[src/rtl/sram_req_ctrl.sv]
// Request controller for a read-first, registered-output SRAM macro.
// Define SRAM_INIT_CLEAR_EN to zero the whole array after every reset.
module sram_req_ctrl #(
  parameter int unsigned DATA_WIDTH = 8,
  parameter int unsigned ADDR_WIDTH = 4,
  parameter int unsigned RD_LAT     = 1
) (
  input  logic                  clk_i,
  input  logic                  rst_i,
  input  logic                  req_valid_i,
  output logic                  req_ready_o,
  input  logic                  req_we_i,
  input  logic [ADDR_WIDTH-1:0] req_addr_i,
  input  logic [DATA_WIDTH-1:0] req_wdata_i,
  output logic                  rsp_valid_o,
  input  logic                  rsp_ready_i,
  output logic [DATA_WIDTH-1:0] rsp_rdata_o,
  output logic                  sram_we_o,
  output logic [ADDR_WIDTH-1:0] sram_addr_o,
  output logic [DATA_WIDTH-1:0] sram_din_o,
  input  logic [DATA_WIDTH-1:0] sram_dout_i,
  output logic                  busy_o
);

  localparam int unsigned CntW = $clog2(RD_LAT + 2);
  localparam logic [CntW-1:0] CntLoad = CntW'(RD_LAT + 1);

  typedef enum logic [1:0] {StIdle, StRdWait, StResp, StInit} state_e;

  state_e                state_q, state_d;
  logic [CntW-1:0]       cnt_q, cnt_d;
  logic                  sram_we_q, sram_we_d;
  logic [ADDR_WIDTH-1:0] sram_addr_q, sram_addr_d;
  logic [DATA_WIDTH-1:0] sram_din_q, sram_din_d;
  logic                  rsp_valid_q, rsp_valid_d;
  logic [DATA_WIDTH-1:0] rsp_rdata_q, rsp_rdata_d;
  logic                  ready;
  logic                  accept;

`ifdef SRAM_INIT_CLEAR_EN
  logic [ADDR_WIDTH-1:0] init_addr_q, init_addr_d;
  logic                  init_done_q, init_done_d;
`endif

  always_comb begin
    state_d     = state_q;
    cnt_d       = cnt_q;
    sram_we_d   = 1'b0;
    sram_addr_d = sram_addr_q;
    sram_din_d  = sram_din_q;
    rsp_valid_d = rsp_valid_q;
    rsp_rdata_d = rsp_rdata_q;
    ready       = 1'b0;
`ifdef SRAM_INIT_CLEAR_EN
    init_addr_d = init_addr_q;
    init_done_d = init_done_q;
`endif

    unique case (state_q)
      StIdle: ready = 1'b1;
      StRdWait: begin
        cnt_d = cnt_q - CntW'(1);
        // Counter reaches zero on this edge: macro output is valid now.
        if (cnt_q == CntW'(1)) begin
          rsp_rdata_d = sram_dout_i;
          rsp_valid_d = 1'b1;
          state_d     = StResp;
        end
      end
      StResp: begin
        ready = rsp_ready_i;
        if (rsp_ready_i) begin
          rsp_valid_d = 1'b0;
          state_d     = StIdle;
        end
      end
      StInit: begin
`ifdef SRAM_INIT_CLEAR_EN
        // One extra cycle after the last address lets sram_we drop before IDLE.
        if (init_done_q) begin
          state_d = StIdle;
        end else begin
          sram_we_d   = 1'b1;
          sram_addr_d = init_addr_q;
          sram_din_d  = '0;
          init_addr_d = init_addr_q + ADDR_WIDTH'(1);
          if (init_addr_q == '1) begin
            init_done_d = 1'b1;
          end
        end
`else
        state_d = StIdle;
`endif
      end
      default: state_d = StIdle;
    endcase

    // A request may be taken in the same cycle as a response handshake.
    accept = ready && req_valid_i;
    if (accept) begin
      sram_addr_d = req_addr_i;
      if (req_we_i) begin
        sram_we_d  = 1'b1;
        sram_din_d = req_wdata_i;
      end else begin
        state_d = StRdWait;
        cnt_d   = CntLoad;
      end
    end
  end

  always_ff @(posedge clk_i or posedge rst_i) begin
    if (rst_i) begin
`ifdef SRAM_INIT_CLEAR_EN
      state_q     <= StInit;
      init_addr_q <= '0;
      init_done_q <= 1'b0;
`else
      state_q     <= StIdle;
`endif
      cnt_q       <= '0;
      sram_we_q   <= 1'b0;
      sram_addr_q <= '0;
      sram_din_q  <= '0;
      rsp_valid_q <= 1'b0;
      rsp_rdata_q <= '0;
    end else begin
`ifdef SRAM_INIT_CLEAR_EN
      init_addr_q <= init_addr_d;
      init_done_q <= init_done_d;
`endif
      state_q     <= state_d;
      cnt_q       <= cnt_d;
      sram_we_q   <= sram_we_d;
      sram_addr_q <= sram_addr_d;
      sram_din_q  <= sram_din_d;
      rsp_valid_q <= rsp_valid_d;
      rsp_rdata_q <= rsp_rdata_d;
    end
  end

  // Gate the state-decoded outputs so every output reads 0 while reset is held.
  assign req_ready_o = ready && !rst_i;
  assign busy_o      = (state_q != StIdle) && !rst_i;
  assign rsp_valid_o = rsp_valid_q;
  assign rsp_rdata_o = rsp_rdata_q;
  assign sram_we_o   = sram_we_q;
  assign sram_addr_o = sram_addr_q;
  assign sram_din_o  = sram_din_q;

endmodule

[config.mk]
export PLATFORM = sky130hd
export DESIGN_NAME = sram_req_ctrl
export DESIGN_NICKNAME = d
export VERILOG_FILES = /design/src/rtl/sram_req_ctrl.sv
export SDC_FILE = /design/constraint.sdc
export NUM_CORES = 1
export LEC_CHECK = 0
export BUFFER_PORTS_ARGS = -buffer_cell sky130_fd_sc_hd__buf_2
export CORE_ASPECT_RATIO = 1.1
export CORE_MARGIN = 2
export CORE_UTILIZATION = 44
export CTS_BUF_LIST = sky130_fd_sc_hd__clkbuf_16
export CTS_CLUSTER_DIAMETER = 100
export DETAILED_ROUTE_END_ITERATION = 6
export GPL_TIMING_DRIVEN = 0
export PLACE_DENSITY = 0.84
export SYNTH_ARGS = -nofsm -noshare
export SYNTH_HDL_FRONTEND = slang
export SYNTH_SLANG_ARGS = --single-unit
[constraint.sdc]
create_clock -name clk_i -period 1.3 [get_ports clk_i]
set_input_delay 0.065 -clock clk_i [delete_from_list [all_inputs] [get_ports clk_i]]
set_output_delay 0.065 -clock clk_i [all_outputs]
set_load 0.02 [all_outputs]
Word level (Yosys, flattened, before mapping) --
Cells that the tools add are included.
Operators by class: $add $sub $neg 1, eq/ne operators 6, mux-type cells 14, reductions and logical operators 10
Operators by type and width (number):
- $mux 2 | 7
- $pmux 2 s3 | 1
- $eq 2x1->1 const B | 2
- $eq 2x2->1 const B | 2
- $mux 1 | 4
- $ne 2x2->1 const B | 2
- $pmux 1 s2 | 2
- $reduce_and 2->1 | 2
- $reduce_bool 2->1 | 2
- $logic_and 1x1->1 | 3
- $reduce_and 3->1 | 1
- $logic_not 2->1 | 1
- $sub 2x1->2 const B | 1
- $logic_not 1->1 | 1
Word-level totals: flip-flop bits (word level) 26, word-level logic and storage cells 38

Longest topological paths before layout --
Gate-level depths: netlist of the first run.
depth after elaboration 5, gate-level depth with buffers 4

Least setup slack after synthesis of the first run --
OpenSTA, ideal clock, no wires.
path kind register to register, start point register state_q[0], end point register sram_din_q[0] (netlist: sram_din_o[0]), arrival time 1055 ps, required time 1175 ps, setup slack 120 ps, stages on the path, launching flop included 3, path buffers 0, clock period less this slack 1180 ps, path through dfrtp_1 > nand4b_2 > mux2_2
Between the ends: cells in the longest elaborated chain, start to end 4, elaborated cells between the ends (all ways) 5
RTL lines:
- from (decl) | RTL line 30 | state_e state_q, state_d;
- from (signal assigned) | RTL line 119 | state_q <= StIdle;
- from (signal assigned) | RTL line 132 | state_q <= state_d;
- $eq 2x2->1 or $logic_not 2->1 (tied branches) | RTL line 59 | unique case (state_q)
- $pmux 1 s2 * | RTL line 59
- $logic_and 1x1->1 * | RTL line 99 | accept = ready && req_valid_i;
- $reduce_and 2->1 (no line) *
- to (signal assigned) | RTL line 136 | sram_din_q <= sram_din_d;
- to (decl) | RTL line 34 | logic [DATA_WIDTH-1:0] sram_din_q, sram_din_d;
Every way passes the cells marked *; elsewhere a longest branch is shown, timed or not. A chain may end at the register's enable or synchronous reset.

Final worst setup path of the first run --
start point register state_q[0], end point register rsp_rdata_q[4] (netlist: rsp_rdata_o[4])
Between the ends: cells in the longest elaborated chain, start to end 2
RTL lines:
- $eq 2x1->1 | RTL line 59
- $reduce_and 2->1 (no line)
- to (signal assigned) | RTL line 138 | rsp_rdata_q <= rsp_rdata_d;
- to (decl) | RTL line 36 | logic [DATA_WIDTH-1:0] rsp_rdata_q, rsp_rdata_d;
Every way passes these cells.

==> run_results.csv, run 1 <==
group,metric,value,unit
run_status,status,"complete, no violations",
grt,grt_pass1_wl,2.99,mm
sta,finalSetupTns,0,ns
sta,setup_violations,0,
detailed_routing,ant_nets,0,
finish,final_common_cell,"buf_2",
sta,rsz0062_at_grt,"no",
placement,hpwl,1.57,mm
synthesis,syn_nets,96,
clock_network,path_clk_slew,0.06,ns
pwr,powerDensity,2650,nW/um^2
clock_network,cts_tree,"done",
worst_hold_path,whs_path_depth,2,
detailed_routing,viasPerCell,4.80,
floorplanning,std_cell_rows,18,
clock_network,htreeDepth,1,
worst_setup_path,reg2reg_slack,0.05,ns
floorplanning,start_util,46.5,%
sta,finClkSkew,0.00321,ns
sta,hold_viol,0,
sta,final_max_slew_viol_count,0,
sta,worst_pin_slew,0.965,ns
grt,grt_use_met3,2.42,%
clock_network,clock_path_buffers,2,
floorplanning,core_area,2230,um^2
worst_hold_path,hp-start,"req_wdata_i[6]",
floorplanning,die_h,54.9,um
synthesis,netlist_area,1040,um^2
worst_setup_path,crit_family,"flip-flops",
grt,grt_overflow,0,
finish,final_nets,151,
worst_setup_path,crit_buf_inv,0,
sta,period_share,96.4,%
sta,layout_min_cycle_time,1.25,ns
clock_network,root_buffer,"clkbuf_16",
finish,diodes,0,
worst_setup_path,worstSetupPathType,"reg -> reg",
detailed_routing,drt_pass1_iterations,2,
floorplanning,die_w,50.3,um
worst_setup_path,r2r.worst_path.cells,3,
pwr,ir_drop,1480,uV
clock_network,cts.sinks,26,
grt,antenna_found_initial,0,
worst_setup_path,crit_path_end_kind,"flop",
placement,numPortBuffers,48,
detailed_routing,routed_wl,2.01,mm
worst_setup_path,critPathRequiredTime,1.43,ns
grt,grt-busiest-layer,"met2",
floorplanning,ios,49,
clock_network,clk-insertion-delay-late,0.25,ns
worst_setup_path,worstPathArrival,1.39,ns
detailed_routing,drc_errors,0,
sta,max_freq,798,MHz
worst_hold_path,hold_class,"in -> reg",
grt,grt_pass1_vias,705,
synthesis,ys_seq_area_share,62.8,%
grt,grt_use_total,14.9,%
worst_setup_path,cpMaxStageDelayCell,"dfrtp_1",
sta,fin_hold_ws,0.0430,ns
worst_setup_path,crit_path_cell_trace,"and2b_4 > nand2_2 > mux2_2",
grt,use_met1,16.9,%
grt,grt_max_degree,27,
detailed_routing,wl_per_cell,13.2,um
synthesis,syn-mean-instance-area,14.8,um^2
floorplanning,dieArea,2760,um^2
worst_setup_path,rr_startpoint,"state_q[0]",
worst_setup_path,r2r-end,"rsp_rdata_o[4]",
job,maxCapViolations,0,
finish,fillers,185,
worst_setup_path,critical_path.max_fanout,7,
placement,gp_congestion,0.733,
worst_setup_path,cpPeakStageDelay,0.45,ns
clock_network,cts-buffers-inserted,3,
finish,fin_area,1420,um^2
synthesis,postSynthCellCount,70,
finish,layout_common_cells,"buf_2, dfrtp_1, mux2_2",
synthesis,synthDistinctLibCells,18,
worst_hold_path,whs_endpoint,"sram_din_o[6]",
finish,final_layout_size_suffix_gt1_share,65.0,%
placement,dpl-instance-area,1310,um^2
detailed_routing,vias,734,
detailed_routing,drt_iter0_drc,6,
finish,syn2layout_area_growth,37.2,%
pwr,power,3.76,mW
pwr,leakagePower,0.719,nW
grt,met2_usage,28.7,%
sta,relSlewSlack,35.6,%
synthesis,yosysWarnings,0,
worst_setup_path,cp-start-kind,"flop",
synthesis,synth-seq-cells,26,
area by class of cell:
class	instances	area, um^2	area share, %
Tap cell	30	37.5	2.64
Clock buffer	3	75.1	5.28
Sequential cell	26	651	45.8
Inverter	5	18.8	1.32
Timing Repair Buffer	49	250	17.6
Multi-Input combinational cell	40	389	27.4
synth_stat cells:
master,instances,area (um^2)
a21oi_1,2,10.0
xor2_1,1,8.76
nand4b_2,1,15.0
o21ai_0,1,5.00
nand3b_2,1,11.3
nor3b_1,1,7.51
dfrtp_1,26,651
o21a_1,1,7.51
ha_1,1,12.5
mux2_2,20,225
nand2_1,2,7.51
inv_1,5,18.8
o22ai_1,1,6.26
o221ai_1,1,8.76
nand2b_2,1,8.76
nor2_1,3,11.3
nand2_4,1,11.3
and2b_4,1,10.0
worst reg2reg max path: stages (launching register included):
cell and delay, ns:
dfrtp_1 0.45, and2b_4 0.24, nand2_2 0.11, mux2_2 0.34
flip-flops by register name, indices dropped and copies added, names as in the netlist:
register	cells
cnt_q	2
state_q	2
sram_addr_o	4
rsp_rdata_o	8
sram_din_o	8
rsp_valid_o	1
sram_we_o	1
worst max path at each step:
stage / start / endpoint / slack (ns) / depth (start not counted)
after global placement: state_q[0] / sram_din_o[2] / 0.002 / 2
after CTS: cnt_q[0] / rsp_rdata_o[6] / 0.02 / 3
after floorplan: state_q[0] / sram_din_o[0] / 0.12 / 2
after detailed placement: state_q[0] / sram_din_o[4] / -0.05 / 2
final: state_q[0] / rsp_rdata_o[4] / 0.05 / 3
after global routing: state_q[1] / rsp_rdata_o[4] / 0.0004 / 3
timing repair:
item                       in CTS  in global routing
setup endpoints to repair       8                  9
hold buffers                    0                  0
setup buffers                   0                  1
gates cloned                    0                  1
resized for setup               2                  2
power breakdown:
| part | switching, mW | internal, mW |
|---|---|---|
| Clock | 0.229 | 0.406 |
| Combinational | 0.953 | 0.760 |
| Sequential | 0.209 | 1.21 |
| Total | 1.39 | 2.37 |
layer usage:
| layer | up-vias | part of all wire [%] |
|---|---|---|
| met5 | - | 0 |
| met3 | 2 | 4.4 |
| met1 | 360 | 39 |
| li1 | 350 | - |
| met2 | 22 | 56 |
| met4 | 0 | 0.30 |
stage by stage:
stage	utilization [%]	instances	setup slack, ns
after floorplan	-	70	0.120
after global placement	58.9	148	0.00232
after detailed placement	58.9	148	-0.0538
after CTS	62.9	151	0.0225
after global routing	63.7	153	0.000362
final	63.7	153	0.0468
cell families (layout without fill, tap and decap cells):
| logic type | Yosys count | count (layout) | share of synthesized area [%] |
|---|---|---|---|
| AOI/OAI and AO/OA | 6 | 6 | 3.62 |
| xor gates and xnor gates | 1 | 1 | 0.846 |
| adders and majority gates | 1 | 1 | 1.21 |
| buffers and inverters | 5 | 57 | 1.81 |
| DFF | 26 | 26 | 62.8 |
| muxes | 20 | 20 | 21.7 |
| and+or+nand+nor | 11 | 12 | 7.97 |
No activity file was read; power rests on OpenSTA's default activity.
==> run 2, diff against run 1 <==
--- a/config.mk
+++ b/config.mk
@@ -7,7 +7,7 @@
 export LEC_CHECK = 0
 export BUFFER_PORTS_ARGS = -buffer_cell sky130_fd_sc_hd__buf_2
 export CORE_ASPECT_RATIO = 1.1
-export CORE_MARGIN = 2
+export CORE_MARGIN = 3
 export CORE_UTILIZATION = 44
 export CTS_BUF_LIST = sky130_fd_sc_hd__clkbuf_16
 export CTS_CLUSTER_DIAMETER = 100
==> constraint.sdc (replaced) <==
create_clock -name clk_i -period 1.3 [get_ports clk_i]
set_input_delay 0 -clock clk_i [delete_from_list [all_inputs] [get_ports clk_i]]
set_output_delay 0 -clock clk_i [all_outputs]
set_load 0.02 [all_outputs]
==> run 2 against run 1 <==
The flow now finishes with violations (negative hold slack). Clock skew shrank 0.0011 ns. Sequential power hardly changed. Non-clock buffer count grew 19. Via count is 12% higher. Clock power is 4.4% higher. Clock-buffer cell count is the same.
==> run_results.csv, run 2 (synthesized netlist as in run 1, its figures left out) <==
group,metric,value,unit
floorplanning,core_area,2130,um^2
worst_setup_path,crit_path_end_kind,"flop",
sta,rsz0062_at_grt,"no",
clock_network,cts.sinks,26,
placement,post-place-ws,-0.0466,ns
grt,grt_pass1_vias,894,
worst_setup_path,cpPeakStageDelay,0.42,ns
detailed_routing,wl_per_cell,13.7,um
pwr,powerDensity,2380,nW/um^2
sta,period_share,94.8,%
grt,grt_overflow,0,
detailed_routing,ant_nets,0,
placement,hpwl,1.57,mm
worst_setup_path,critPathLaunch,"state_q[1]",
finish,final_common_cell,"buf_2",
detailed_routing,vias,825,
grt,grt_pass1_wl,3.91,mm
sta,final_max_slew_viol_count,0,
finish,syn2layout_area_growth,55.1,%
sta,worst_pin_slew,0.935,ns
sta,finClkSkew,0.00207,ns
detailed_routing,routed_wl,2.34,mm
worst_setup_path,cp-start-kind,"flop",
worst_setup_path,critPathRequiredTime,1.44,ns
detailed_routing,viasPerCell,4.82,
pwr,leakagePower,0.797,nW
clock_network,path_clk_slew,0.06,ns
finish,layout_common_cells,"buf_2, dfrtp_1, mux2_2",
worst_setup_path,worstSetupPathType,"reg -> reg",
placement,numPortBuffers,48,
worst_setup_path,crit_path_cell_trace,"and2b_4 > nand2_4 > mux2_2",
clock_network,cts-buffers-inserted,3,
detailed_routing,drc_errors,0,
pwr,ir_drop,1430,uV
floorplanning,die_h,56.9,um
worst_hold_path,hold_class,"in -> async",
sta,setup_ws,0.0680,ns
clock_network,cts_tree,"done",
floorplanning,ios,49,
grt,grt_use_total,17.8,%
clock_network,root_buffer,"clkbuf_16",
finish,final_layout_size_suffix_gt1_share,55.9,%
finish,diodes,0,
finish,finalCoreUtilization,75.5,%
finish,final_nets,170,
run_status,status,"complete, but fails checks",
floorplanning,dieArea,2970,um^2
clock_network,clk-insertion-delay-late,0.25,ns
detailed_routing,drt_iter0_drc,2,
clock_network,htreeDepth,1,
worst_setup_path,rr_startpoint,"state_q[1]",
worst_setup_path,cpMaxStageDelayCell,"dfrtp_1",
sta,hold_viol,27,
sta,setup_violations,0,
worst_setup_path,worstPathArrival,1.37,ns
detailed_routing,drt_pass1_iterations,4,
sta,fin_hold_ws,-0.0294,ns
run_status,violations,"negative hold slack",
sta,layout_min_cycle_time,1.23,ns
worst_setup_path,critical_path.max_fanout,6,
sta,max_freq,812,MHz
placement,gp_congestion,0.670,
clock_network,clock_path_buffers,2,
floorplanning,die_w,52.3,um
job,maxCapViolations,0,
sta,relSlewSlack,37.6,%
floorplanning,std_cell_rows,17,
grt,antenna_found_initial,0,
floorplanning,start_util,48.7,%
grt,grt_max_degree,27,
==> run 2: layout make-up <==
| type | instances | area [um^2] |
|---|---|---|
| Clock buffer | 3 | 75.1 |
| Clock inverter | 1 | 3.75 |
| Fill cell | 137 | 520 |
| Inverter | 5 | 18.8 |
| Multi-Input combinational cell | 40 | 384 |
| Sequential cell | 26 | 652 |
| Tap cell | 28 | 35.0 |
| Timing Repair Buffer | 68 | 438 |
==> run 2: what timing repair did <==
item / CTS / global route
endpoints found under the hold margin: 19 / 0
gates resized for setup: 1 / 2
setup buffers: 0 / 1
pin swaps: 0 / 1
hold buffers: 19 / 0
setup endpoints to repair: 8 / 6
cloned: 0 / 1
==> run 2: power by group <==
group          leakage [nW]  switching, mW  total (mW)  internal [mW]
sequential            0.309          0.209        1.42           1.21
clock                0.0385          0.252       0.663          0.411
combinational         0.449          0.954        1.75          0.792
==> run 2: worst paths after layout <==
path / to / slack, ns / depth (start not counted)
min in group clk_i: rsp_rdata_o[0] / -0.01 / 2
worst max-delay path: rsp_rdata_o[4] / 0.07 / 3
worst min register to register: sram_din_o[4] / 0.50 / 1
max in group asynchronous: state_q[0] / 0.70 / 2
worst min-delay path: rsp_valid_o / -0.03 / 2
worst max register to register: rsp_rdata_o[4] / 0.07 / 3
==> run 2: per-layer routing <==
| layer | global-route usage, % | routed length [um] | vias up |
|---|---|---|---|
| li1 | - | - | 393 |
| met2 | 33.9 | 1350 | 24 |
| met3 | 2.65 | 83 | 9 |
| met4 | 8.76 | 73 | 0 |
| met5 | 0 | 0 | - |
| met1 | 17.9 | 830 | 399 |
==> run 2: worst max-delay path, delay by kind of cell (launching register included) <==
family / cells / cell delay [ns]
flip-flops: 1 / 0.42
multiplexers: 1 / 0.28
AND/OR/NAND/NOR: 2 / 0.42
==> run 2: per-stage QoR <==
stage | area (um^2) | setup TNS, ns | power [mW] | hold WS [ns] | std cells
2_1_floorplan | 1040 | 0 | 2.54 | 0.0400 | 70
3_3_place_gp | 1310 | -0.0457 | 3.00 | 0.231 | 146
3_5_place_dp | 1310 | -0.274 | 3.08 | 0.238 | 146
4_1_cts | 1590 | 0 | 3.81 | 0.00949 | 169
5_1_grt | 1610 | 0 | 4.07 | 0.0153 | 171
6_report | 1610 | 0 | 3.83 | -0.0294 | 171
==> run 3, diff against run 2 <==
--- a/config.mk
+++ b/config.mk
@@ -6,14 +6,16 @@
 export NUM_CORES = 1
 export LEC_CHECK = 0
 export BUFFER_PORTS_ARGS = -buffer_cell sky130_fd_sc_hd__buf_2
+export CELL_PAD_IN_SITES_DETAIL_PLACEMENT = 1
+export CELL_PAD_IN_SITES_GLOBAL_PLACEMENT = 2
 export CORE_ASPECT_RATIO = 1.1
 export CORE_MARGIN = 3
-export CORE_UTILIZATION = 44
+export CORE_UTILIZATION = 28
 export CTS_BUF_LIST = sky130_fd_sc_hd__clkbuf_16
 export CTS_CLUSTER_DIAMETER = 100
 export DETAILED_ROUTE_END_ITERATION = 6
 export GPL_TIMING_DRIVEN = 0
-export PLACE_DENSITY = 0.84
+export PLACE_DENSITY = 0.85
 export SYNTH_ARGS = -nofsm -noshare
 export SYNTH_HDL_FRONTEND = slang
 export SYNTH_SLANG_ARGS = --single-unit
==> run 3 against run 2 <==
The run still ends with negative hold slack left. Setup slack worse by 0.034 ns. Fmax shrank 2.7%. Global-route usage is 5.1 points lower. Cell area up 2.2%. Combinational power is essentially flat. Power rose by 0.20%. Wire length increased by 11%.
==> run_results.csv, run 3 (synthesized netlist as in run 1, its figures left out) <==
group,metric,value,unit
grt,grt_pass1_wl,4.43,mm
floorplanning,start_util,30.1,%
grt,grt_overflow,0,
worst_setup_path,critPathRequiredTime,1.44,ns
detailed_routing,routed_wl,2.60,mm
floorplanning,ios,49,
clock_network,cts_tree,"done",
floorplanning,std_cell_rows,22,
sta,fin_hold_ws,-0.0000355,ns
sta,finClkSkew,0.00170,ns
worst_setup_path,r2r-end,"rsp_rdata_o[1]",
sta,finalSetupTns,0,ns
pwr,leakagePower,0.807,nW
pwr,powerDensity,2340,nW/um^2
worst_setup_path,cpMaxStageDelayCell,"dfrtp_1",
worst_setup_path,worstPathArrival,1.40,ns
grt,grt_use_total,12.7,%
finish,fillers,389,
finish,layout_common_cells,"buf_2, dfrtp_1, mux2_2, dlygate4sd3_1, inv_1",
worst_hold_path,hold_class,"in -> async",
worst_setup_path,crit_path_end_kind,"flop",
sta,max_freq,790,MHz
clock_network,clock_path_buffers,2,
worst_setup_path,critPathLaunch,"cnt_q[0]",
clock_network,cts.sinks,26,
worst_setup_path,critical_path.max_fanout,9,
worst_setup_path,crit_family,"flip-flops",
worst_setup_path,r2r.worst_path.cells,3,
pwr,ir_drop,786,uV
finish,final_layout_size_suffix_gt1_share,55.9,%
clock_network,cts-buffers-inserted,3,
sta,period_share,97.4,%
finish,fin_cells,191,
sta,hold_viol,1,
placement,numPortBuffers,48,
job,maxCapViolations,0,
worst_setup_path,crit_buf_inv,0,
run_status,violations,"negative hold slack",
worst_setup_path,cp-start-kind,"flop",
worst_setup_path,worstSetupPathType,"reg -> reg",
sta,final_max_slew_viol_count,0,
worst_setup_path,reg2reg_slack,0.03,ns
finish,multi_input_area,380,um^2
finish,syn2layout_area_growth,58.5,%
grt,grt_max_degree,27,
clock_network,root_buffer,"clkbuf_16",
sta,rsz0062_at_grt,"no",
finish,seqCellArea,652,um^2
worst_setup_path,cpPeakStageDelay,0.39,ns
detailed_routing,viasPerCell,4.23,
worst_setup_path,worst-path-stages,3,
grt,grt_pass1_vias,933,
finish,final_nets,171,
detailed_routing,drt_pass1_iterations,4,
placement,placed_cells,166,
detailed_routing,drt_iter0_drc,24,
clock_network,clk-insertion-delay-late,0.25,ns
finish,final_common_cell,"buf_2",
sta,layout_min_cycle_time,1.27,ns
placement,hpwl,1.87,mm
floorplanning,die_w,64.0,um
pwr,power,3.83,mW
detailed_routing,ant_nets,0,
floorplanning,dieArea,4470,um^2
finish,diodes,0,
worst_setup_path,crit_end,"rsp_rdata_o[1]",
clock_network,htreeDepth,1,
sta,setup_violations,0,
floorplanning,core_area,3440,um^2
clock_network,path_clk_slew,0.06,ns
worst_setup_path,crit_path_cell_trace,"ha_1 > nand2_4 > mux2_2",
detailed_routing,drc_errors,0,
placement,gp_congestion,0.631,
floorplanning,die_h,69.8,um
sta,relSlewSlack,34.6,%
worst_setup_path,rr_startpoint,"cnt_q[0]",
detailed_routing,vias,808,
run_status,status,"complete, but fails checks",
detailed_routing,wl_per_cell,13.6,um
sta,worst_pin_slew,0.980,ns
grt,antenna_found_initial,0,
==> run 3: cell types whose count changed in the layout (fill, tap and decap cells not counted) <==
cell           before  now
nand2_2             1    0
ha_1                0    1
nor3b_2             0    1
clkinv_1            1    0
buf_4               1    2
ha_2                1    0
dlygate4sd3_1      19   20
nor3b_1             1    0
==> run 3: cell type report <==
class | instances | area share [%]
repair buffers | 70 | 27.7
flip-flops and latches | 26 | 39.7
clock buffers | 3 | 4.57
inverters | 5 | 1.14
well taps | 48 | 3.66
multi-input cells | 39 | 23.2
==> run 3: timing repair <==
item / in CTS / in global routing
setup buffers: 0 / 2
resized for setup: 1 / 2
hold endpoints to repair: 20 / 0
hold buffers: 20 / 0
endpoints found under the setup margin: 8 / 11
==> run 3: metrics by stage <==
step / cell area, um^2 / setup WS, ns / utilization, %
after floorplan: 1040 / 0.120 / -
after global placement: 1340 / -0.0347 / 38.8
after detailed placement: 1340 / -0.0698 / 38.8
after CTS: 1620 / 0.00806 / 47.1
after global routing: 1640 / 0.00351 / 47.7
final: 1640 / 0.0339 / 47.7
==> run 3: worst min-delay path by stage <==
stage                                 to  slack (ns)
after floorplan                 cnt_q[0]        0.04
after global placement    rsp_rdata_o[4]        0.23
after detailed placement  rsp_rdata_o[6]        0.24
after CTS                  sram_din_o[1]        0.02
after global routing          state_q[0]        0.05
final                      sram_din_o[1]    -0.00004
==> run 3: report_power, final <==
group / internal, mW / switching, mW / total, mW
logic: 0.813 / 0.964 / 1.78
clock network: 0.406 / 0.242 / 0.648
registers: 1.21 / 0.200 / 1.41
==> run 3: worst reg2reg max path, cell delays in order (launching register included) <==
cell	delay [ns]
dfrtp_1	0.39
ha_1	0.26
nand2_4	0.15
mux2_2	0.35
==> run 3: layer usage <==
metal  GRT usage, %  part of all wire (%)
met1           13.8                    38
met3           3.57                   6.2
met5              0                     0
met4           2.16                     0
met2           24.2                    56
